[src/rtl/bus_rr_arbiter.sv]
// Round-robin arbiter sharing one single-port bus slave among NUM_MASTERS requesters.
// Optional ack-wait timeout is enabled by defining BUS_ARB_TIMEOUT_EN.
module bus_rr_arbiter #(
  parameter int NUM_MASTERS = 2,
  parameter int ADDR_W      = 32,
  parameter int DATA_W      = 32,
  parameter int TIMEOUT     = 255
) (
  input  logic                               clock,
  input  logic                               reset,
  input  logic [NUM_MASTERS-1:0]             m_req,
  input  logic [NUM_MASTERS-1:0]             m_write,
  input  logic [NUM_MASTERS*ADDR_W-1:0]      m_addr,
  input  logic [NUM_MASTERS*DATA_W-1:0]      m_wdata,
  input  logic [NUM_MASTERS*(DATA_W/8)-1:0]  m_strobe,
  output logic [NUM_MASTERS-1:0]             m_ack,
  output logic [DATA_W-1:0]                  m_rdata,
  output logic                               m_err,
  output logic                               s_valid,
  output logic                               s_write,
  output logic [ADDR_W-1:0]                  s_addr,
  output logic [DATA_W-1:0]                  s_wdata,
  output logic [DATA_W/8-1:0]                s_strobe,
  input  logic                               s_ack,
  input  logic [DATA_W-1:0]                  s_rdata,
  output logic [$clog2(NUM_MASTERS)-1:0]     grant_id
);

  localparam int IDW = $clog2(NUM_MASTERS);
  localparam int SW  = DATA_W / 8;

  typedef enum logic [1:0] {
    IDLE = 2'd0,
    BUSY = 2'd1,
    DONE = 2'd2
  } state_t;

  state_t                 state_q;
  logic [IDW-1:0]         ptr_q;
  logic [IDW-1:0]         ptr_d;
  logic [IDW-1:0]         grant_q;
  logic                   write_q;
  logic [ADDR_W-1:0]      addr_q;
  logic [DATA_W-1:0]      wdata_q;
  logic [SW-1:0]          strobe_q;
  logic                   valid_q;
  logic [NUM_MASTERS-1:0] ack_q;
  logic [DATA_W-1:0]      rdata_q;

  logic                   pickValid;
  logic [IDW-1:0]         pickIdx;
  logic [IDW:0]           cand;
  logic [NUM_MASTERS-1:0] ackOneHot;

`ifdef BUS_ARB_TIMEOUT_EN
  localparam int CNTW = (TIMEOUT > 1) ? $clog2(TIMEOUT + 1) : 1;
  logic [CNTW-1:0]        wait_q;
  logic                   err_q;
`endif

  // Search from the pointer upward with wrap; the extra bit absorbs ptr+k before the wrap.
  always_comb begin
    pickValid = 1'b0;
    pickIdx   = '0;
    cand      = '0;
    for (int k = 0; k < NUM_MASTERS; k++) begin
      cand = {1'b0, ptr_q} + (IDW+1)'(k);
      if (cand >= (IDW+1)'(NUM_MASTERS)) begin
        cand = cand - (IDW+1)'(NUM_MASTERS);
      end
      if (!pickValid && m_req[cand[IDW-1:0]]) begin
        pickValid = 1'b1;
        pickIdx   = cand[IDW-1:0];
      end
    end
  end

  always_comb begin
    ptr_d = '0;
    if (grant_q != IDW'(NUM_MASTERS - 1)) begin
      ptr_d = grant_q + 1'b1;
    end
    ackOneHot = NUM_MASTERS'(1) << grant_q;
  end

  always_ff @(posedge clock or posedge reset) begin
    if (reset) begin
      state_q  <= IDLE;
      ptr_q    <= '0;
      grant_q  <= '0;
      write_q  <= 1'b0;
      addr_q   <= '0;
      wdata_q  <= '0;
      strobe_q <= '0;
      valid_q  <= 1'b0;
      ack_q    <= '0;
      rdata_q  <= '0;
`ifdef BUS_ARB_TIMEOUT_EN
      wait_q   <= '0;
      err_q    <= 1'b0;
`endif
    end else begin
      ack_q <= '0;
      case (state_q)
        IDLE: begin
          if (pickValid) begin
            grant_q  <= pickIdx;
            write_q  <= m_write[pickIdx];
            addr_q   <= m_addr[pickIdx*ADDR_W +: ADDR_W];
            wdata_q  <= m_wdata[pickIdx*DATA_W +: DATA_W];
            strobe_q <= m_strobe[pickIdx*SW +: SW];
            valid_q  <= 1'b1;
            state_q  <= BUSY;
`ifdef BUS_ARB_TIMEOUT_EN
            wait_q   <= '0;
`endif
          end
        end
        BUSY: begin
          if (s_ack) begin
            rdata_q <= s_rdata;
            ack_q   <= ackOneHot;
            valid_q <= 1'b0;
            ptr_q   <= ptr_d;
            state_q <= DONE;
`ifdef BUS_ARB_TIMEOUT_EN
            err_q   <= 1'b0;
          end else if (wait_q == CNTW'(TIMEOUT - 1)) begin
            rdata_q <= '0;
            ack_q   <= ackOneHot;
            err_q   <= 1'b1;
            valid_q <= 1'b0;
            ptr_q   <= ptr_d;
            state_q <= DONE;
          end else begin
            wait_q  <= wait_q + 1'b1;
`endif
          end
        end
        // Dead cycle lets the acked master drop its request before re-arbitration.
        DONE: state_q <= IDLE;
        default: state_q <= IDLE;
      endcase
    end
  end

  assign m_ack    = ack_q;
  assign m_rdata  = rdata_q;
  assign s_valid  = valid_q;
  assign s_write  = write_q;
  assign s_addr   = addr_q;
  assign s_wdata  = wdata_q;
  assign s_strobe = strobe_q;
  assign grant_id = grant_q;
`ifdef BUS_ARB_TIMEOUT_EN
  assign m_err    = err_q;
`else
  assign m_err    = 1'b0;
`endif

endmodule

[config.mk]
export PLATFORM = sky130hd
export DESIGN_NAME = bus_rr_arbiter
export DESIGN_NICKNAME = d
export VERILOG_FILES = /design/src/rtl/bus_rr_arbiter.sv
export SDC_FILE = /design/constraint.sdc
export NUM_CORES = 1
export LEC_CHECK = 0
export ABC_AREA = 0
export BUFFER_PORTS_ARGS = -buffer_cell sky130_fd_sc_hd__buf_2
export CAP_MARGIN = 20
export CORE_MARGIN = 2
export CORE_UTILIZATION = 45
export CTS_CLUSTER_SIZE = 30
export DETAILED_ROUTE_END_ITERATION = 10
export GPL_TIMING_DRIVEN = 0
export PLACE_DENSITY = 0.82
export SYNTH_ARGS = -nofsm -noshare
export SYNTH_HDL_FRONTEND = slang
export SYNTH_SLANG_ARGS = --single-unit
export TNS_END_PERCENT = 20
[constraint.sdc]
create_clock -name clock -period 4.6 [get_ports clock]
set_clock_uncertainty 0.1 [all_clocks]
set_input_delay 0.23 -clock clock [delete_from_list [all_inputs] [get_ports clock]]
set_output_delay 0.23 -clock clock [all_outputs]
set_load 0.01 [all_outputs]
==> flow_metrics.tcl, run 1 <==
set metrics [dict create \
    path_max_fanout 10 \
    dp_slack_ns 2.68 \
    fp.dieW_um 109 \
    clock_latency_ns 0.36 \
    dr.pass1.iters 5 \
    setup_viol 0 \
    clockPowerShare_pct 13.1 \
    finalWorstSetupSlack_ns 2.21 \
    combinationalPowerShare_pct 47.5 \
    hold_slack_ns 0.0177 \
    cp_num_buf_inv 2 \
    cp-end-kind "flop" \
    portBuffers 278 \
    max_cap_viol_count 0 \
    tns_ns 0 \
    drtIter0Drc 452 \
    route.detailed.drc 0 \
    yosysWarningCount 0 \
    start_util_pct 45.8 \
    finalHoldViolCount 0 \
    cp_slowest_stage_delay_ns 0.58 \
    fin_crit_ns 2.39 \
    crit_chain "nor2_1, clkbuf_1, a21oi_1, a31oi_1, dlygate4sd3_1" \
    worstSetupStartpointType "flop" \
    power.leakage_uw 0.00346 \
    hold_class "in -> reg" \
    avgSynthCellArea_um2 8.79 \
    fin_cells 1037 \
    synthFlopType "dfrtp_1" \
    numCtsBuffers 9 \
    report.final.slew_viol_count 0 \
    num_rows 38 \
    p_sw_share_pct 42.6 \
    synth_nets 737 \
    fp.coreArea_um2 10800 \
    syn_inst 562 \
    internal_power_uw 2420 \
    crit_path_top_delay_cell "nor2_1" \
    cp_top_family "buffers and inverters" \
    grt_usage_pct 30.1 \
    critical_path_required_ns 4.83 \
    fmax_mhz 418 \
    fin_crit_sh_pct 52.0 \
    switching_power_uw 1800 \
    syn-cell-area_um2 4940 \
    cts_htree_levels 3 \
    grt_pass1_vias 5527 \
    wire_per_inst_um 17.0 \
    rsz0062_at_grt "no" \
    dp.cells 981 \
    run_status "completed" \
    mostFrequentLayoutCell "buf_2" \
    synth_edf_count 0 \
    areaGrowthSynthToFinish_pct 44.1 \
    ios 281 \
    relSlewSlack_pct 51.6 \
    critPathArrivalTime_ns 2.62 \
    fp.dieH_um 109 \
    nets 1067 \
    grt_max_degree 63 \
    irDropWorstVdd_uv 291 \
    cts_tree "yes" \
    vias 5685 \
    async_flop_share_pct 100 \
    ys_types 21 \
    totalWireLength_mm 17.7 \
    crit_type "reg -> reg" \
    root_buffer "clkbuf_8" \
    cts.sinks 108 \
    drive_above_1_share_pct 34.6 \
    gp_congestion 0.856 \
    powerDensity_nw_per_um2 593 \
    viasPerCell 5.48 \
    grt_pass1_wl_mm 27.5 \
    dieArea_um2 11800 \
    dp_hpwl_mm 12.3 \
    ys_seq_area_share_pct 54.7 \
    overflow 0 \
    ys_seq_elements 108 \
    ant_nets 0 \
    path_clk_slew_ns 0.12 \
    worst_pin_slew_ns 0.724 \
    pwr-share-seq_pct 39.4 \
    max-clock-path-buffers 2 \
    antenna_found_initial 1 \
    final_cell_mix "280 x buf_2, 108 x dfrtp_1, 99 x nand2_1" \
]
## Yosys cell counts, types with 2 or more instances
library cell	n	share of area (%)
dfrtp_1	108	55
inv_1	2	0.15
a31oi_1	68	8.6
nand2b_1	2	0.25
nand2_1	99	7.5
o21ai_1	2	0.20
nor2_1	5	0.38
a21oi_1	69	7.0
buf_2	2	0.20
inv_2	2	0.15
clkbuf_1	48	3.6
nand3_1	70	7.1
o21ai_0	69	7.0
buf_6	9	2.1
## area by class of cell
class | instances | area, um^2
fill | 912 | 3670
sequential | 108 | 2700
multi-input combinational | 390 | 1920
timing repair buffer | 319 | 1820
buffer | 60 | 299
tap | 140 | 175
clock buffer | 9 | 124
clock inverter | 6 | 56.3
inverter | 4 | 17.5
antenna | 1 | 2.50
## metrics by stage
stage	util, %	power (uW)	area (um^2)
3_3_place_gp	60.3	3570	6510
4_1_cts	65.9	4210	7120
6_report	66.0	4220	7120
3_5_place_dp	60.6	3630	6540
5_1_grt	65.9	4540	7120
2_1_floorplan	-	2780	4940
## metal layers
metal | share of wire (%) | track usage [%] | vias up
met5 | 0 | 0 | -
met1 | 39 | 37.2 | 2687
li1 | - | - | 2646
met3 | 7.8 | 6.63 | 47
met4 | 3.3 | 11.7 | 0
met2 | 50 | 51.5 | 305
## path summary, 6_finish.rpt
check,from,end,slack (ns),cells after the start
min in group asynchronous,reset,s_addr[15],0.39,3
setup reg to reg,state_q[0],s_wdata[4],2.21,5
hold reg to reg,m_rdata[14],m_rdata[14],0.38,2
hold / removal,m_wdata[18],s_wdata[18],0.02,3
setup / recovery,state_q[0],s_wdata[4],2.21,5
max in group asynchronous,reset,s_addr[29],3.30,4
## registers in the layout, indices dropped and copies added (netlist names)
| signal | cells |
|---|---|
| s_wdata | 32 |
| grant_id | 1 |
| ptr_q | 1 |
| state_q | 2 |
| s_valid | 1 |
| s_write | 1 |
| m_rdata | 32 |
| m_ack | 2 |
| s_strobe | 4 |
| s_addr | 32 |
## power by group through the flow
stage	Combinational, uW	Clock [uW]	Sequential (uW)
final	2010	554	1660
after global routing	2230	596	1710
after CTS	1990	567	1650
after detailed placement	1960	0	1670
after global placement	1920	0	1650
after floorplan	902	0	1880
## repair_timing
action | 4_1_cts | 5_1_grt
resized for setup | 0 | 0
endpoints found under the setup margin | 0 | 0
buffers inserted | 0 | 0
endpoints found under the hold margin | 84 | 0
hold buffers | 40 | 0
## logic make-up after synthesis
family                 count (synthesis)  synth area share [%]
other                                  1                0.0759
and+or+nand+nor                      180                  15.8
AOI/OAI and AO/OA                    209                  23.0
DFF                                  108                  54.7
buffers and inverters                 64                  6.36
## tightest hold or removal path: stages
cell     delay [ns]
buf_2          0.09
o21ai_0        0.06
a31oi_1        0.08
(Power assumes the default switching activity.)
==> run 2, diff against run 1 <==
- CORE_UTILIZATION: 45 -> 40
- PLACE_DENSITY: 0.82 -> 0.77
- clock period: 4.6 -> 2.05 ns (I/O delays scaled with it)
==> run 2 against run 1 <==
Utilization rose by 5.4 points; critical path type unchanged; sequential power rose by 130%; clock power rose to 3.1 times the previous value.
==> flow_metrics.tcl, run 2 (same netlist as run 1, synthesis figures left out) <==
set metrics [dict create \
    cts_htree_levels 3 \
    portBuffers 278 \
    switching_power_uw 4310 \
    start_util_pct 41.1 \
    fp.dieH_um 115 \
    cts.sinks 108 \
    combinationalPowerShare_pct 46.9 \
    clock_latency_ns 0.36 \
    setup_viol 0 \
    nFillCells 834 \
    wl_met1_mm 7.95 \
    max-clock-path-buffers 2 \
    fin_crit_sh_pct 96.5 \
    clockPowerShare_pct 16.7 \
    fp.dieW_um 115 \
    drive_above_1_share_pct 30.6 \
    path_max_fanout 10 \
    min-delay-start "m_req[1]" \
    irDropWorstVdd_uv 607 \
    drtIter0Drc 617 \
    vias 6568 \
    dr.pass1.iters 7 \
    startpoint "ptr_q" \
    ios 281 \
    nets 1199 \
    grt_usage_pct 33.0 \
    dieArea_um2 13300 \
    fin_crit_ns 1.98 \
    route.met3.wl_mm 1.97 \
    report.final.slew_viol_count 0 \
    final_cell_mix "280 x buf_2, 172 x dlygate4sd3_1, 108 x dfrtp_1" \
    p_sw_share_pct 41.7 \
    critPathArrivalTime_ns 2.15 \
    mostFrequentLayoutCell "buf_2" \
    top_layer "met4" \
    worst_pin_slew_ns 0.859 \
    reg2reg_depth 5 \
    num_rows 40 \
    powerDensity_nw_per_um2 1200 \
    ant_nets 0 \
    route.detailed.drc 0 \
    dp_slack_ns -0.108 \
    crit_path_top_delay_cell "clkbuf_1" \
    cts_setup_buffers 0 \
    fp.coreArea_um2 12000 \
    worstSetupStartpointType "flop" \
    tns_ns 0 \
    grt_max_degree 39 \
    cp-end-kind "flop" \
    relSlewSlack_pct 42.6 \
    crit_chain "nand2b_1, clkbuf_1, clkbuf_1, nand3_1, a31oi_1" \
    power.leakage_uw 0.00407 \
    crit_type "reg -> reg" \
    dp_hpwl_mm 12.6 \
    grt_pass1_wl_mm 33.8 \
    ff2ff_setup_slack_ns 0.07 \
    max_cap_viol_count 0 \
    crit_top_cell "clkbuf_1" \
    hold_depth 4 \
    viasPerCell 5.58 \
    cts_tree "yes" \
    gp_congestion 0.832 \
    fmax_mhz 506 \
    finalHoldViolCount 0 \
    place_area_um2 6560 \
    finalWorstSetupSlack_ns 0.0727 \
    pwr-share-seq_pct 36.3 \
    rsz0062_at_grt "yes" \
    areaGrowthSynthToFinish_pct 73.6 \
    antenna_found_initial 0 \
    dp.cells 989 \
    internal_power_uw 6010 \
    reg2reg_from "ptr_q" \
    fin_cells 1178 \
    root_buffer "clkbuf_16" \
    utilization_pct 71.4 \
    hold_class "in -> reg" \
    path_clk_slew_ns 0.07 \
    critical_path_required_ns 2.22 \
    overflow 0 \
    fin_area_um2 8570 \
    cp_slowest_stage_delay_ns 0.46 \
    wl_met2_mm 10.7 \
    totalWireLength_mm 21.8 \
    grt_pass1_vias 6770 \
    run_status "completed" \
    wire_per_inst_um 18.5 \
    numCtsBuffers 9 \
]
==> run 2: changes by cell type in the layout (fill, tap and decap cells not counted), moves of 3 or more <==
cell           delta
clkbuf_1          -4
clkbuf_16         +9
clkbuf_2          +3
clkbuf_8          -8
dlygate4sd3_1   +132
inv_6             +3
==> run 2: worst paths after layout <==
check,to
min in group asynchronous,s_addr[15]
min reg2reg,m_rdata[31]
max in group asynchronous,s_wdata[19]
min,s_wdata[30]
max,s_wdata[31]
max reg2reg,s_wdata[31]
==> run 2: layout make-up <==
type	instances	area [um^2]	share of cell area, %
diodes	2	5.00	0.0584
plain buffers	59	299	3.49
clock buffers	11	243	2.83
clock inverters	5	42.5	0.496
inverters	4	18.8	0.219
multi-input cells	390	1930	22.5
flip-flops and latches	108	2700	31.5
well taps	147	184	2.15
repair buffers	452	3150	36.8
==> run 2: per-stage QoR <==
stage	power, uW	hold slack, ns
2_1_floorplan	6230	0.0931
3_3_place_gp	8040	0.193
3_5_place_dp	8160	0.197
5_1_grt	11000	0.268
4_1_cts	10100	0.216
6_report	10300	0.237
==> run 2: worst max-delay path: cells and delay by family, from the launching register on <==
family                 cells  cell delay [ns]
AO/OA/AOI/OAI              1             0.23
buffers and inverters      2             0.90
AND/OR/NAND/NOR            2             0.28
flip-flops                 1             0.40
==> run 2: metal layers <==
metal	global-route usage, %	vias to the layer above
met3	7.70	108
met2	55.6	483
met4	19.8	0
li1	-	2918
met5	0	-
met1	38.5	3059
==> run 2: power by group through the flow <==
stage / Sequential, uW / Combinational [uW] / Clock [uW]
after CTS: 3710 / 4680 / 1740
after global routing: 3860 / 5290 / 1810
after detailed placement: 3730 / 4420 / 0
after floorplan: 4210 / 2020 / 0
final: 3750 / 4850 / 1730
after global placement: 3720 / 4320 / 0
==> run 2: repair_timing <==
item,CTS,global route
gates resized for setup,1,7
hold endpoints to repair,138,0
setup endpoints to repair,70,24
hold buffers,172,0
==> run 3, diff against run 2 <==
- CELL_PAD_IN_SITES_DETAIL_PLACEMENT: unset -> 0
- CELL_PAD_IN_SITES_GLOBAL_PLACEMENT: unset -> 1
- CORE_UTILIZATION: 40 -> 28
- PLACE_DENSITY: 0.77 -> unset
- PLACE_DENSITY_LB_ADDON: unset -> 0.1
==> run 3 against run 2 <==
Sequential share of layout area fell by 0.37 points; combinational power fell by 3%; sequential power barely moved; critical path depth did not move; count of clock-buffer cells in the layout fell by 1; fmax rose by 3.8%; cell count rose by 6.5%; flip-flop and latch count did not move.
==> flow_metrics.tcl, run 3 (same netlist as run 1, synthesis figures left out) <==
set metrics [dict create \
    start_util_pct 28.6 \
    reg2reg_from "ptr_q" \
    wl_met1_mm 8.45 \
    crit_type "reg -> reg" \
    cts_setup_buffers 0 \
    route.met3.wl_mm 1.27 \
    fp.coreArea_um2 17300 \
    totalWireLength_mm 20.6 \
    critical_path_required_ns 2.21 \
    dieArea_um2 18700 \
    clockPowerShare_pct 17.0 \
    vias 6084 \
    cp-end-kind "flop" \
    relSlewSlack_pct 41.1 \
    route.detailed.drc 0 \
    cts_htree_levels 3 \
    clock_latency_ns 0.35 \
    grt_usage_pct 21.4 \
    power.leakage_uw 0.00407 \
    max_cap_viol_count 0 \
    root_buffer "clkbuf_16" \
    report.final.slew_viol_count 0 \
    fmax_mhz 525 \
    grt_pass1_wl_mm 31.1 \
    crit_top_cell "clkbuf_1" \
    path_max_fanout 10 \
    ant_nets 0 \
    dr.pass1.iters 5 \
    reg2reg_depth 5 \
    drive_above_1_share_pct 30.6 \
    antenna_found_initial 0 \
    finalHoldViolCount 0 \
    overflow 0 \
    startpoint "ptr_q" \
    cts.sinks 108 \
    setup_viol 0 \
    numCtsBuffers 9 \
    wl_met2_mm 10.5 \
    rsz0062_at_grt "yes" \
    crit_chain "nand2b_1, clkbuf_1, clkbuf_1, nand3_1, a31oi_1" \
    critPathArrivalTime_ns 2.06 \
    worstSetupStartpointType "flop" \
    powerDensity_nw_per_um2 1180 \
    critPathCapture "s_wdata[31]" \
    irDropWorstVdd_uv 481 \
    combinationalPowerShare_pct 46.2 \
    pwr-share-seq_pct 36.8 \
    crit_path_top_delay_cell "clkbuf_1" \
    finalWorstSetupSlack_ns 0.145 \
    fin_crit_sh_pct 92.9 \
    wire_per_inst_um 16.4 \
    drtIter0Drc 291 \
    worst_pin_slew_ns 0.882 \
    mostFrequentLayoutCell "buf_2" \
    fp.dieH_um 137 \
    dp_slack_ns -0.0569 \
    max-clock-path-buffers 2 \
    grt_max_degree 41 \
    p_total_uw 10200 \
    nFillCells 1715 \
    gp_congestion 0.799 \
    ios 281 \
    viasPerCell 4.85 \
    grt_pass1_vias 6092 \
    fin_crit_ns 1.90 \
    areaGrowthSynthToFinish_pct 75.6 \
    cts_tree "yes" \
    run_status "completed" \
    dp_hpwl_mm 14.0 \
    portBuffers 278 \
    path_clk_slew_ns 0.08 \
    p_sw_share_pct 41.0 \
    switching_power_uw 4190 \
    internal_power_uw 6010 \
    num_rows 48 \
    hold_class "in -> reg" \
    fp.dieW_um 137 \
    cp_slowest_stage_delay_ns 0.46 \
    nets 1199 \
    ff2ff_setup_slack_ns 0.15 \
    reg2reg_to "s_wdata[31]" \
    final_cell_mix "280 x buf_2, 172 x dlygate4sd3_1, 108 x dfrtp_1" \
    top_layer "met4" \
]
run 3: changes by cell type in the layout (fill, tap and decap cells not counted), sizes merged:
cell and change:
buf -1, clkinv +1, diode -1, clkinvlp +1, inv -1
run 3: worst min-delay path by stage:
stage                start           to  cells after the start
2_1_floorplan        s_ack   state_q[0]                      1
3_3_place_gp    s_rdata[3]   m_rdata[3]                      3
3_5_place_dp   s_rdata[23]  m_rdata[23]                      3
4_1_cts           m_req[1]   s_addr[18]                      4
5_1_grt           m_req[1]    s_addr[2]                      4
6_report          m_req[1]    s_addr[2]                      4
run 3: per-layer routing:
metal,track usage [%],vias to the layer above
met5,0,-
met4,7.85,0
met3,3.70,26
met2,37.4,237
met1,26.5,2899
li1,-,2922
run 3: timing repair:
action	4_1_cts	5_1_grt
pin swaps	0	0
gates resized for setup	1	4
setup endpoints to repair	63	29
hold buffers	172	0
hold endpoints to repair	136	0
cloned	0	0
run 3: critical path: cells and delay by family, from the launching register on:
family / cells / cell delay (ns)
compound gates: 1 / 0.21
buf+inv: 2 / 0.87
flops: 1 / 0.38
simple gates: 2 / 0.25
run 3: power by group through the flow:
stage          clock, uW  combinational (uW)  sequential, uW
6_report            1740                4710            3750
5_1_grt             1880                5210            3860
4_1_cts             1820                4760            3740
3_5_place_dp           0                4500            3760
3_3_place_gp           0                4410            3760
2_1_floorplan          0                2020            4210
run 3: per-stage QoR:
stage / hold WS, ns / TNS (ns) / cells / area, um^2 / utilization, %
2_1_floorplan: 0.0931 / 0 / 562 / 4940 / -
3_3_place_gp: 0.193 / -32.73 / 1065 / 6620 / 38.3
3_5_place_dp: 0.196 / -0.952 / 1067 / 6660 / 38.5
4_1_cts: 0.232 / 0 / 1255 / 8670 / 50.2
5_1_grt: 0.291 / -0.130 / 1254 / 8670 / 50.1
6_report: 0.255 / 0 / 1255 / 8680 / 50.2
run 3: final cells by class:
class	instances	area, um^2	share of cell area (%)
well taps	225	282	3.24
repair buffers	452	3150	36.3
flip-flops and latches	108	2700	31.2
inverters	4	18.8	0.216
clock inverters	6	55.1	0.635
plain buffers	59	298	3.43
multi-input cells	390	1930	22.2
diodes	1	2.50	0.0288
clock buffers	10	239	2.75
